`src/rtl/shift_pkg.sv`:
```
// Shared types and helpers for the shift_pipe datapath.
// No logic of its own; no latency.
// No flow control.
package shift_pkg;

   typedef enum logic [1:0] {
      SHL  = 2'd0,
      SHR  = 2'd1,
      SSHR = 2'd2,
      ROL  = 2'd3
   } shift_mode_t;

   // Effective direction after a negative signed amount has been folded in.
   typedef enum logic [2:0] {
      LEFT        = 3'd0,
      RIGHT       = 3'd1,
      ARITH_RIGHT = 3'd2,
      ROT_LEFT    = 3'd3,
      ROT_RIGHT   = 3'd4
   } dir_t;

   // Bits needed to index n distinct values (ceil(log2(n))).
   function automatic int clog2_amt(input int n);
      int r;
      r = 0;
      for (int i = 0; i < 31; i++) begin
         if ((1 << i) < n) r = i + 1;
      end
      return r;
   endfunction

endpackage

```
`src/rtl/shift_pipe_stage.sv`:
```
// One register stage of shift_pipe: applies mag bits [LO +: CNT] then registers.
// Latency 1 cycle; optional sticky under SHIFT_PIPE_STICKY_EN.
// Advances when empty or when the downstream stage advances.
module shift_pipe_stage
   import shift_pkg::*;
#(
   parameter int WIDTH = 8,
   parameter int MW    = 4,
   parameter int LO    = 0,
   parameter int CNT   = 1
) (
   input  logic             clk,
   input  logic             rst,
   input  logic             up_vld,
   input  logic [WIDTH-1:0] up_dat,
   input  logic [MW-1:0]    up_mag,
   input  dir_t             up_dir,
   input  logic             up_fill,
`ifdef SHIFT_PIPE_STICKY_EN
   input  logic             up_sticky,
   output logic             sticky,
`endif
   input  logic             dn_adv,
   output logic             adv,
   output logic             vld,
   output logic [WIDTH-1:0] dat,
   output logic [MW-1:0]    mag,
   output dir_t             dir,
   output logic             fill
);

   logic [WIDTH-1:0]   nd;
   logic [2*WIDTH-1:0] w2;
   int                 sh;
`ifdef SHIFT_PIPE_STICKY_EN
   logic               ns;
`endif

   assign adv = !vld || dn_adv;

   always_comb begin
      nd = up_dat;
      w2 = '0;
      sh = 0;
`ifdef SHIFT_PIPE_STICKY_EN
      ns = up_sticky;
`endif
      for (int k = LO; k < LO + CNT; k++) begin
         if (up_mag[k]) begin
            sh = 1 << k;
            case (up_dir)
               LEFT: nd = (sh >= WIDTH) ? '0 : (nd << sh);
               RIGHT, ARITH_RIGHT: begin
                  if (sh >= WIDTH) begin
`ifdef SHIFT_PIPE_STICKY_EN
                     ns = ns | (|nd);
`endif
                     nd = {WIDTH{up_fill}};
                  end else begin
`ifdef SHIFT_PIPE_STICKY_EN
                     ns = ns | (|(nd & ~({WIDTH{1'b1}} << sh)));
`endif
                     w2 = {{WIDTH{up_fill}}, nd} >> sh;
                     nd = w2[WIDTH-1:0];
                  end
               end
               // Rotate amounts were reduced mod WIDTH at capture, so sh < WIDTH here.
               ROT_LEFT: begin
                  w2 = {nd, nd} << sh;
                  nd = w2[2*WIDTH-1:WIDTH];
               end
               ROT_RIGHT: begin
                  w2 = {nd, nd} >> sh;
                  nd = w2[WIDTH-1:0];
               end
               default: nd = up_dat;
            endcase
         end
      end
   end

   always_ff @(posedge clk or posedge rst) begin
      if (rst) begin
         vld  <= 1'b0;
         dat  <= '0;
         mag  <= '0;
         dir  <= LEFT;
         fill <= 1'b0;
`ifdef SHIFT_PIPE_STICKY_EN
         sticky <= 1'b0;
`endif
      end else if (adv) begin
         vld <= up_vld;
         if (up_vld) begin
            dat  <= nd;
            mag  <= up_mag;
            dir  <= up_dir;
            fill <= up_fill;
`ifdef SHIFT_PIPE_STICKY_EN
            sticky <= ns;
`endif
         end
      end
   end

endmodule

```
`src/rtl/shift_pipe.sv`:
```
// Pipelined barrel shifter (SHL/SHR/SSHR/ROL, optional signed amount); SHIFT_PIPE_STICKY_EN adds out_sticky.
// Latency STAGES cycles, one transaction per cycle.
// Valid/ready; in_ready = stage 0 empty or advancing, no in_valid->in_ready path.
module shift_pipe
   import shift_pkg::*;
#(
   parameter int WIDTH  = 8,
   parameter int AMT_W  = 4,
   parameter int STAGES = 2
) (
   input  logic             clk,
   input  logic             rst,
   input  logic             in_valid,
   output logic             in_ready,
   input  logic [WIDTH-1:0] in_data,
   input  logic [AMT_W-1:0] in_amt,
   input  logic             in_amt_signed,
   input  logic [1:0]       in_mode,
   output logic             out_valid,
   input  logic             out_ready,
`ifdef SHIFT_PIPE_STICKY_EN
   output logic             out_sticky,
`endif
   output logic [WIDTH-1:0] out_data
);

   localparam int NB    = clog2_amt(WIDTH + 1);
   localparam int MAGW  = AMT_W + 1;
   localparam int BASE  = NB / STAGES;
   localparam int EXTRA = NB % STAGES;

   logic             neg;
   logic [MAGW-1:0]  mag_full;
   logic [NB-1:0]    eff;
   dir_t             dir0;

   logic [STAGES:0]  s_vld;
   logic [STAGES:0]  s_adv;
   logic [STAGES:0]  s_fill;
   logic [WIDTH-1:0] s_dat [STAGES+1];
   logic [NB-1:0]    s_mag [STAGES+1];
   dir_t             s_dir [STAGES+1];
`ifdef SHIFT_PIPE_STICKY_EN
   logic [STAGES:0]  s_st;
`endif

   assign neg = in_amt_signed && in_amt[AMT_W-1];

   // Normalise to a non-negative magnitude clamped (or reduced mod WIDTH for rotates)
   // into NB bits, so every stage only ever sees in-range shift steps.
   always_comb begin
      mag_full = neg ? (MAGW'(0) - {1'b1, in_amt}) : {1'b0, in_amt};
      case (shift_mode_t'(in_mode))
         SHL:     dir0 = neg ? RIGHT : LEFT;
         SHR:     dir0 = neg ? LEFT : RIGHT;
         SSHR:    dir0 = neg ? LEFT : ARITH_RIGHT;
         default: dir0 = neg ? ROT_RIGHT : ROT_LEFT;
      endcase
      if (dir0 == ROT_LEFT || dir0 == ROT_RIGHT)
         eff = NB'(32'(mag_full) % WIDTH);
      else if (32'(mag_full) >= WIDTH)
         eff = NB'(WIDTH);
      else
         eff = NB'(mag_full);
   end

   assign s_vld[0]  = in_valid;
   assign s_dat[0]  = in_data;
   assign s_mag[0]  = eff;
   assign s_dir[0]  = dir0;
   assign s_fill[0] = (dir0 == ARITH_RIGHT) ? in_data[WIDTH-1] : 1'b0;
`ifdef SHIFT_PIPE_STICKY_EN
   assign s_st[0]   = 1'b0;
`endif
   assign s_adv[STAGES] = out_ready;

   for (genvar s = 0; s < STAGES; s++) begin : g_stage
      localparam int CNT = BASE + ((s < EXTRA) ? 1 : 0);
      localparam int LO  = s * BASE + ((s < EXTRA) ? s : EXTRA);
      shift_pipe_stage #(
         .WIDTH (WIDTH),
         .MW    (NB),
         .LO    (LO),
         .CNT   (CNT)
      ) u_stage (
         .clk       (clk),
         .rst       (rst),
         .up_vld    (s_vld[s]),
         .up_dat    (s_dat[s]),
         .up_mag    (s_mag[s]),
         .up_dir    (s_dir[s]),
         .up_fill   (s_fill[s]),
`ifdef SHIFT_PIPE_STICKY_EN
         .up_sticky (s_st[s]),
         .sticky    (s_st[s+1]),
`endif
         .dn_adv    (s_adv[s+1]),
         .adv       (s_adv[s]),
         .vld       (s_vld[s+1]),
         .dat       (s_dat[s+1]),
         .mag       (s_mag[s+1]),
         .dir       (s_dir[s+1]),
         .fill      (s_fill[s+1])
      );
   end

   assign in_ready  = s_adv[0];
   assign out_valid = s_vld[STAGES];
   assign out_data  = s_dat[STAGES];
`ifdef SHIFT_PIPE_STICKY_EN
   assign out_sticky = s_st[STAGES];
`endif

   logic unused_tail;
   assign unused_tail = ^{s_mag[STAGES], s_dir[STAGES], s_fill[STAGES]};

endmodule
```
`config.mk`:
```
export PLATFORM = sky130hd
export DESIGN_NAME = shift_pipe
export DESIGN_NICKNAME = d
export VERILOG_FILES = /design/src/rtl/shift_pkg.sv /design/src/rtl/shift_pipe_stage.sv /design/src/rtl/shift_pipe.sv
export SDC_FILE = /design/constraint.sdc
export NUM_CORES = 1
export LEC_CHECK = 0
export CAP_MARGIN = 20
export CORE_ASPECT_RATIO = 1.2
export CORE_MARGIN = 2
export CORE_UTILIZATION = 50
export DETAILED_ROUTE_END_ITERATION = 12
export PLACE_DENSITY = 0.77
export SYNTH_ARGS = -nofsm -noshare
export SYNTH_HDL_FRONTEND = slang
export SYNTH_SLANG_ARGS = --single-unit
```
`constraint.sdc`:
```
create_clock -name clk -period 1.6 [get_ports clk]
set_input_delay 0.24 -clock clk [delete_from_list [all_inputs] [get_ports clk]]
set_output_delay 0.24 -clock clk [all_outputs]
set_load 0.02 [all_outputs]
```
Word level (Yosys, flattened, before mapping)
Index checks and enable logic that the tools add are counted.
Word-level totals
  register bits after elaboration: 26
  input port bits: 19
  output and inout bits: 10
  logic and storage cells: 50
Operators by class
  add/subtract/negate cells: 1
  reductions and logical operators: 14
  mux-type cells: 17
  eq/ne operators: 10
  order comparisons: 1
Operators by type and width (number)
  $pmux 8 s4: 2
  $pmux 8 s3: 2
  $mux 8: 4
  $eq 3x2->1 const B: 4
  $pmux 3 s3: 1
  $mux 4: 2
  $eq 3x1->1 const B: 2
  $eq 3x3->1 const B: 2
  $logic_not 3->1: 2
  $reduce_or 2->1: 3
  $ge 5x4->1 const B: 1
  $mux 5: 1
  $sub 1x5->5 const A: 1
  $reduce_and 2->1: 2
  $logic_or 1x1->1: 3
  $mux 1: 3
  $mux 3: 1
  $eq 2x1->1 const B: 1
  $eq 2x2->1 const B: 1
  $logic_not 1->1: 2
  $logic_not 2->1: 1
  $mux 2: 1
  $logic_and 1x1->1: 1

Longest topological paths before layout
  depth in word-level cells: 9
  mapped depth: 7
  gate-level depth less buffers: 7

Cells and area by module
A second synthesis with hierarchy kept.
Unflattened totals
  cell total of the unflattened synthesis: 316
  area, all modules: 2708.8 um^2
Modules (own cells, without submodules)
  shift_pipe_stage at g_stage[0].u_stage: cells each 163, times used 1, seq. area each 425.4 um^2, area each 1395.1 um^2
  shift_pipe_stage at g_stage[1].u_stage: cells each 128, times used 1, seq. area each 425.4 um^2, area each 1153.6 um^2
  shift_pipe: cells each 25, times used 1, seq. area each 0.0 um^2, area each 160.2 um^2

Worst setup path before layout
OpenSTA, ideal clock, no wires.
  path type: reg-to-reg
  start: reg g_stage[1].u_stage.vld
  end: reg g_stage[0].u_stage.dat[1]
  arrival: 1.682 ns
  data required time: 1.506 ns
  cell stages (with the launch flop): 7
  slack: -0.176 ns
  cells stage by stage: dfrtp_1 -> nand3b_1 -> and2_1 -> clkbuf_1 -> nand2_1 -> and3b_1 -> a211oi_1
Between the ends
  cells in the longest elaborated chain, start to end: 4
Ends and longest elaborated chain
  from (decl): line shift_pipe_stage.sv:25  | output logic vld,
  from (signal assigned): line shift_pipe_stage.sv:93  | vld <= up_vld;
  $logic_not 1->1: line shift_pipe_stage.sv:39  | assign adv = !vld || dn_adv;
  $logic_or 1x1->1 (2 in series): line shift_pipe_stage.sv:39
  net in_ready: line shift_pipe.sv:14  | output logic in_ready,
  $reduce_and 2->1 (no source line)
  to (signal assigned): line shift_pipe_stage.sv:95  | dat <= nd;
  to (decl): line shift_pipe_stage.sv:26  | output logic [WIDTH-1:0] dat,
The timed path passes the listed nets, and every way through them passes these cells.
A chain may end at the register's enable or synchronous reset.

Worst setup path after layout
  start: reg g_stage[0].u_stage.dir[1]
  end: reg g_stage[1].u_stage.dat[6]
Between the ends
  cells in the longest elaborated chain, start to end: 6
  elaborated cells between the ends (all ways): 11
  classes of those cells: eq/ne (4); mux (4); reduce/logical (3)
Ends and longest elaborated chain
  from (decl): line shift_pipe_stage.sv:28  | output dir_t dir,
  from (signal assigned): line shift_pipe_stage.sv:97  | dir <= up_dir;
  $eq 3x2->1 (tied with other cells)
  $reduce_or 2->1 (no source line)
  $pmux 8 s3: line shift_pipe_stage.sv:51  | case (up_dir)
  $mux 8: line shift_pipe_stage.sv:49  | if (up_mag[k]) begin
  $pmux 8 s3: line shift_pipe_stage.sv:51
  $mux 8 *: line shift_pipe_stage.sv:49
  to (signal assigned): line shift_pipe_stage.sv:95
  to (decl): line shift_pipe_stage.sv:26
Mark *: on every way between the ends. The rest lies on a longest branch, timed or not.

==> impl_metrics.json <==
{
  "yosysWarningCount": 0,
  "ant_nets": 0,
  "cp_num_buf_inv": 1,
  "n_fill_cell": 249,
  "cp-startpoint": "g_stage[0].u_stage.dir[1]",
  "drive_above_1_share": 0.389,
  "p_seq_frac": 0.312,
  "path_class": "flip-flop to flip-flop",
  "outcome": "finished, violations left",
  "die_w_um": 63.5,
  "comb_power_share": 0.500,
  "skew_ns": 0.00925,
  "synth_edf_count": 0,
  "hold_violations": 0,
  "final_common_cell": "buf_4",
  "clock_path_buffers": 2,
  "drc": 0,
  "gp_congestion": 0.948,
  "p_sw_w": 0.00108,
  "intPower_w": 0.00177,
  "grt_pass1_wl_mm": 11.3,
  "violations": "negative setup slack",
  "switching_share": 0.378,
  "fin_crit_sh": 1.03,
  "worst_slew_pin_slew_ns": 0.370,
  "grt-ovfl-total": 0,
  "htree_num_levels": 1,
  "antenna_cells": 0,
  "grt_setup_unrepaired": "yes",
  "cts_buffers": 3,
  "drv_slew": 0,
  "clkTransAtPathRegs_ns": 0.09,
  "dp.cells": 384,
  "cp_data_required_time_ns": 1.82,
  "avgViaCountPerCell": 6.33,
  "syn_nets": 280,
  "syn-cell-area_um2": 2130,
  "syn_to_final_growth_pct": 53.6,
  "p_leak_nw": 1.41,
  "crit_path_start_kind": "flip-flop",
  "nNetsFinal": 364,
  "dieHeight_um": 75.4,
  "ys_types": 55,
  "slowest_stage": "dfrtp_1",
  "layoutNonFillerInstCount": 396,
  "cts_tree": "built",
  "ys.flop_type": "dfrtp_1",
  "root_buffer": "clkbuf_8",
  "drv_cap": 0,
  "die_area_um2": 4790,
  "num_vias": 2506,
  "clk_latency_ns": 0.27,
  "coreArea_um2": 4000,
  "crit_path_cell_trace": "or2_4 > a21boi_0 > buf_4 > nor2_1 > a211oi_2 > a211o_1",
  "first_iter_violations": 335,
  "port_buffers": 28,
  "period_minus_slack_ns": 1.65,
  "drt-total-wl_mm": 7.58,
  "wire_per_inst_um": 19.1,
  "r2r_start": "g_stage[0].u_stage.dir[1]",
  "place_hpwl_mm": 5.28,
  "io_pins": 29,
  "cpLargestDelayFamily": "compound AO/OA/AOI/OAI gates",
  "firstDrtPassIters": 5,
  "initial_core_util": 0.531,
  "synth_cells": 259,
  "max-vdd-ir-drop_mv": 0.460,
  "avgSynthCellArea_um2": 8.21,
  "synth-seq-cells": 24,
  "power.share.clock": 0.189,
  "ys_seq_area_frac": 0.283,
  "cp_max_fo": 6,
  "max_freq_mhz": 605,
  "crit_arrival_ns": 1.87,
  "grt_max_degree": 25,
  "synthArstFlopShare": 1.00,
  "tns_ns": -0.125,
  "slew_headroom": 0.751,
  "power_density_nw_per_um2": 874,
  "num_rows": 25,
  "grt_pass1_vias": 2367,
  "clock_sinks": 24,
  "endpoint_kind": "flip-flop",
  "setup_viol": 5,
  "cp_slowest_stage_delay_ns": 0.43,
  "antenna_found_initial": 0,
  "hold_path_class": "input pin to async pin",
  "grt_util_all_layers": 0.302,
  "layout_common_cells": "buf_4 (63), dfrtp_1 (23), nand2_1 (20), clkdlybuf4s50_1 (20), nor2_1 (19)",
  "fin_ws_ns": -0.0537
}
cell families after synthesis:
group	share of synthesized area
flops	0.283
simple gates	0.248
xor+xnor	0.0471
buf+inv	0.0447
fa+ha+maj	0.0118
mux	0.0388
compound gates	0.327
layer usage:
metal	routed length (µm)	track usage	share of wire
met1	2900	0.332	0.38
met2	4000	0.573	0.53
met3	347	0.0266	0.046
met4	327	0.186	0.043
met5	0	0	0
worst min-delay path, cell delays in order:
cell             delay (ns)
clkdlybuf4s50_1        0.39
inv_1                  0.05
buf_4                  0.30
registers in the layout, indices dropped and copies added, names as in the netlist:
name and flops:
g_stage.u_stage.fill 1, g_stage.u_stage.mag 2, g_stage.u_stage.dat 16, g_stage.u_stage.dir 3, g_stage.u_stage.vld 2
final timing paths:
kind	end	slack (ns)	cells past startpoint
worst min-delay path	g_stage[1].u_stage.dat[1]	0.31	3
worst max-delay path	g_stage[1].u_stage.dat[6]	-0.05	6
worst min register to register	g_stage[1].u_stage.dat[7]	0.50	1
min in group clk	g_stage[0].u_stage.mag[2]	0.49	5
worst max register to register	g_stage[1].u_stage.dat[6]	-0.05	6
max in group asynchronous	g_stage[1].u_stage.vld	1.02	3
cell type report:
cell class | count | area [µm²] | area share
Sequential cell | 24 | 602 | 0.184
Clock inverter | 1 | 30.0 | 0.00920
Inverter | 5 | 22.5 | 0.00690
Timing Repair Buffer | 97 | 797 | 0.244
Multi-Input combinational cell | 212 | 1700 | 0.522
Clock buffer | 3 | 41.3 | 0.0126
Tap cell | 54 | 67.6 | 0.0207
power groups by stage:
stage | Clock (W) | Combinational (W) | Sequential [W]
2_1_floorplan | 0 | 0.000650 | 0.000922
3_3_place_gp | 0 | 0.00118 | 0.000867
3_5_place_dp | 0 | 0.00121 | 0.000875
4_1_cts | 0.000532 | 0.00130 | 0.000866
5_1_grt | 0.000555 | 0.00150 | 0.000900
6_report | 0.000538 | 0.00143 | 0.000889
synth_stat cells (3+ instances only):
| master | n | area share |
|---|---|---|
| nand2_1 | 25 | 0.044 |
| dfrtp_1 | 24 | 0.28 |
| nor2_1 | 20 | 0.035 |
| o21ai_0 | 17 | 0.040 |
| nor2b_1 | 14 | 0.041 |
| a21oi_1 | 11 | 0.026 |
| clkbuf_1 | 11 | 0.019 |
| a211oi_1 | 9 | 0.032 |
| a211o_1 | 8 | 0.033 |
| nand3_1 | 8 | 0.019 |
| buf_2 | 7 | 0.016 |
| nor3_1 | 7 | 0.016 |
| o211ai_1 | 7 | 0.025 |
| and2_1 | 6 | 0.018 |
| mux2i_1 | 6 | 0.028 |
| nand2b_1 | 6 | 0.018 |
| inv_1 | 5 | 0.0088 |
| o22ai_1 | 5 | 0.015 |
| a221o_1 | 4 | 0.019 |
| a2bb2oi_1 | 4 | 0.016 |
| o22a_1 | 4 | 0.016 |
| a22o_1 | 3 | 0.012 |
| a31oi_1 | 3 | 0.0088 |
| a32o_1 | 3 | 0.014 |
| xnor2_4 | 3 | 0.039 |
through the flow:
step | instance area, µm² | total power (W) | util | hold slack [ns] | worst slack [ns]
2_1_floorplan | 2220 | 0.00157 | - | 0.255 | -0.0759
3_3_place_gp | 2900 | 0.00204 | 0.724 | 0.465 | -0.693
3_5_place_dp | 2900 | 0.00208 | 0.724 | 0.482 | -0.686
4_1_cts | 3120 | 0.00270 | 0.780 | 0.322 | 0.000139
5_1_grt | 3260 | 0.00296 | 0.815 | 0.362 | -0.0773
6_report | 3260 | 0.00285 | 0.815 | 0.315 | -0.0537
repair_timing:
action,in CTS,in global routing
buffers inserted,3,5
hold buffers,0,0
setup endpoints to repair,17,16
pin swaps,16,21
gates resized for setup,43,33
Note: power is estimated with default switching activity, not from simulation.
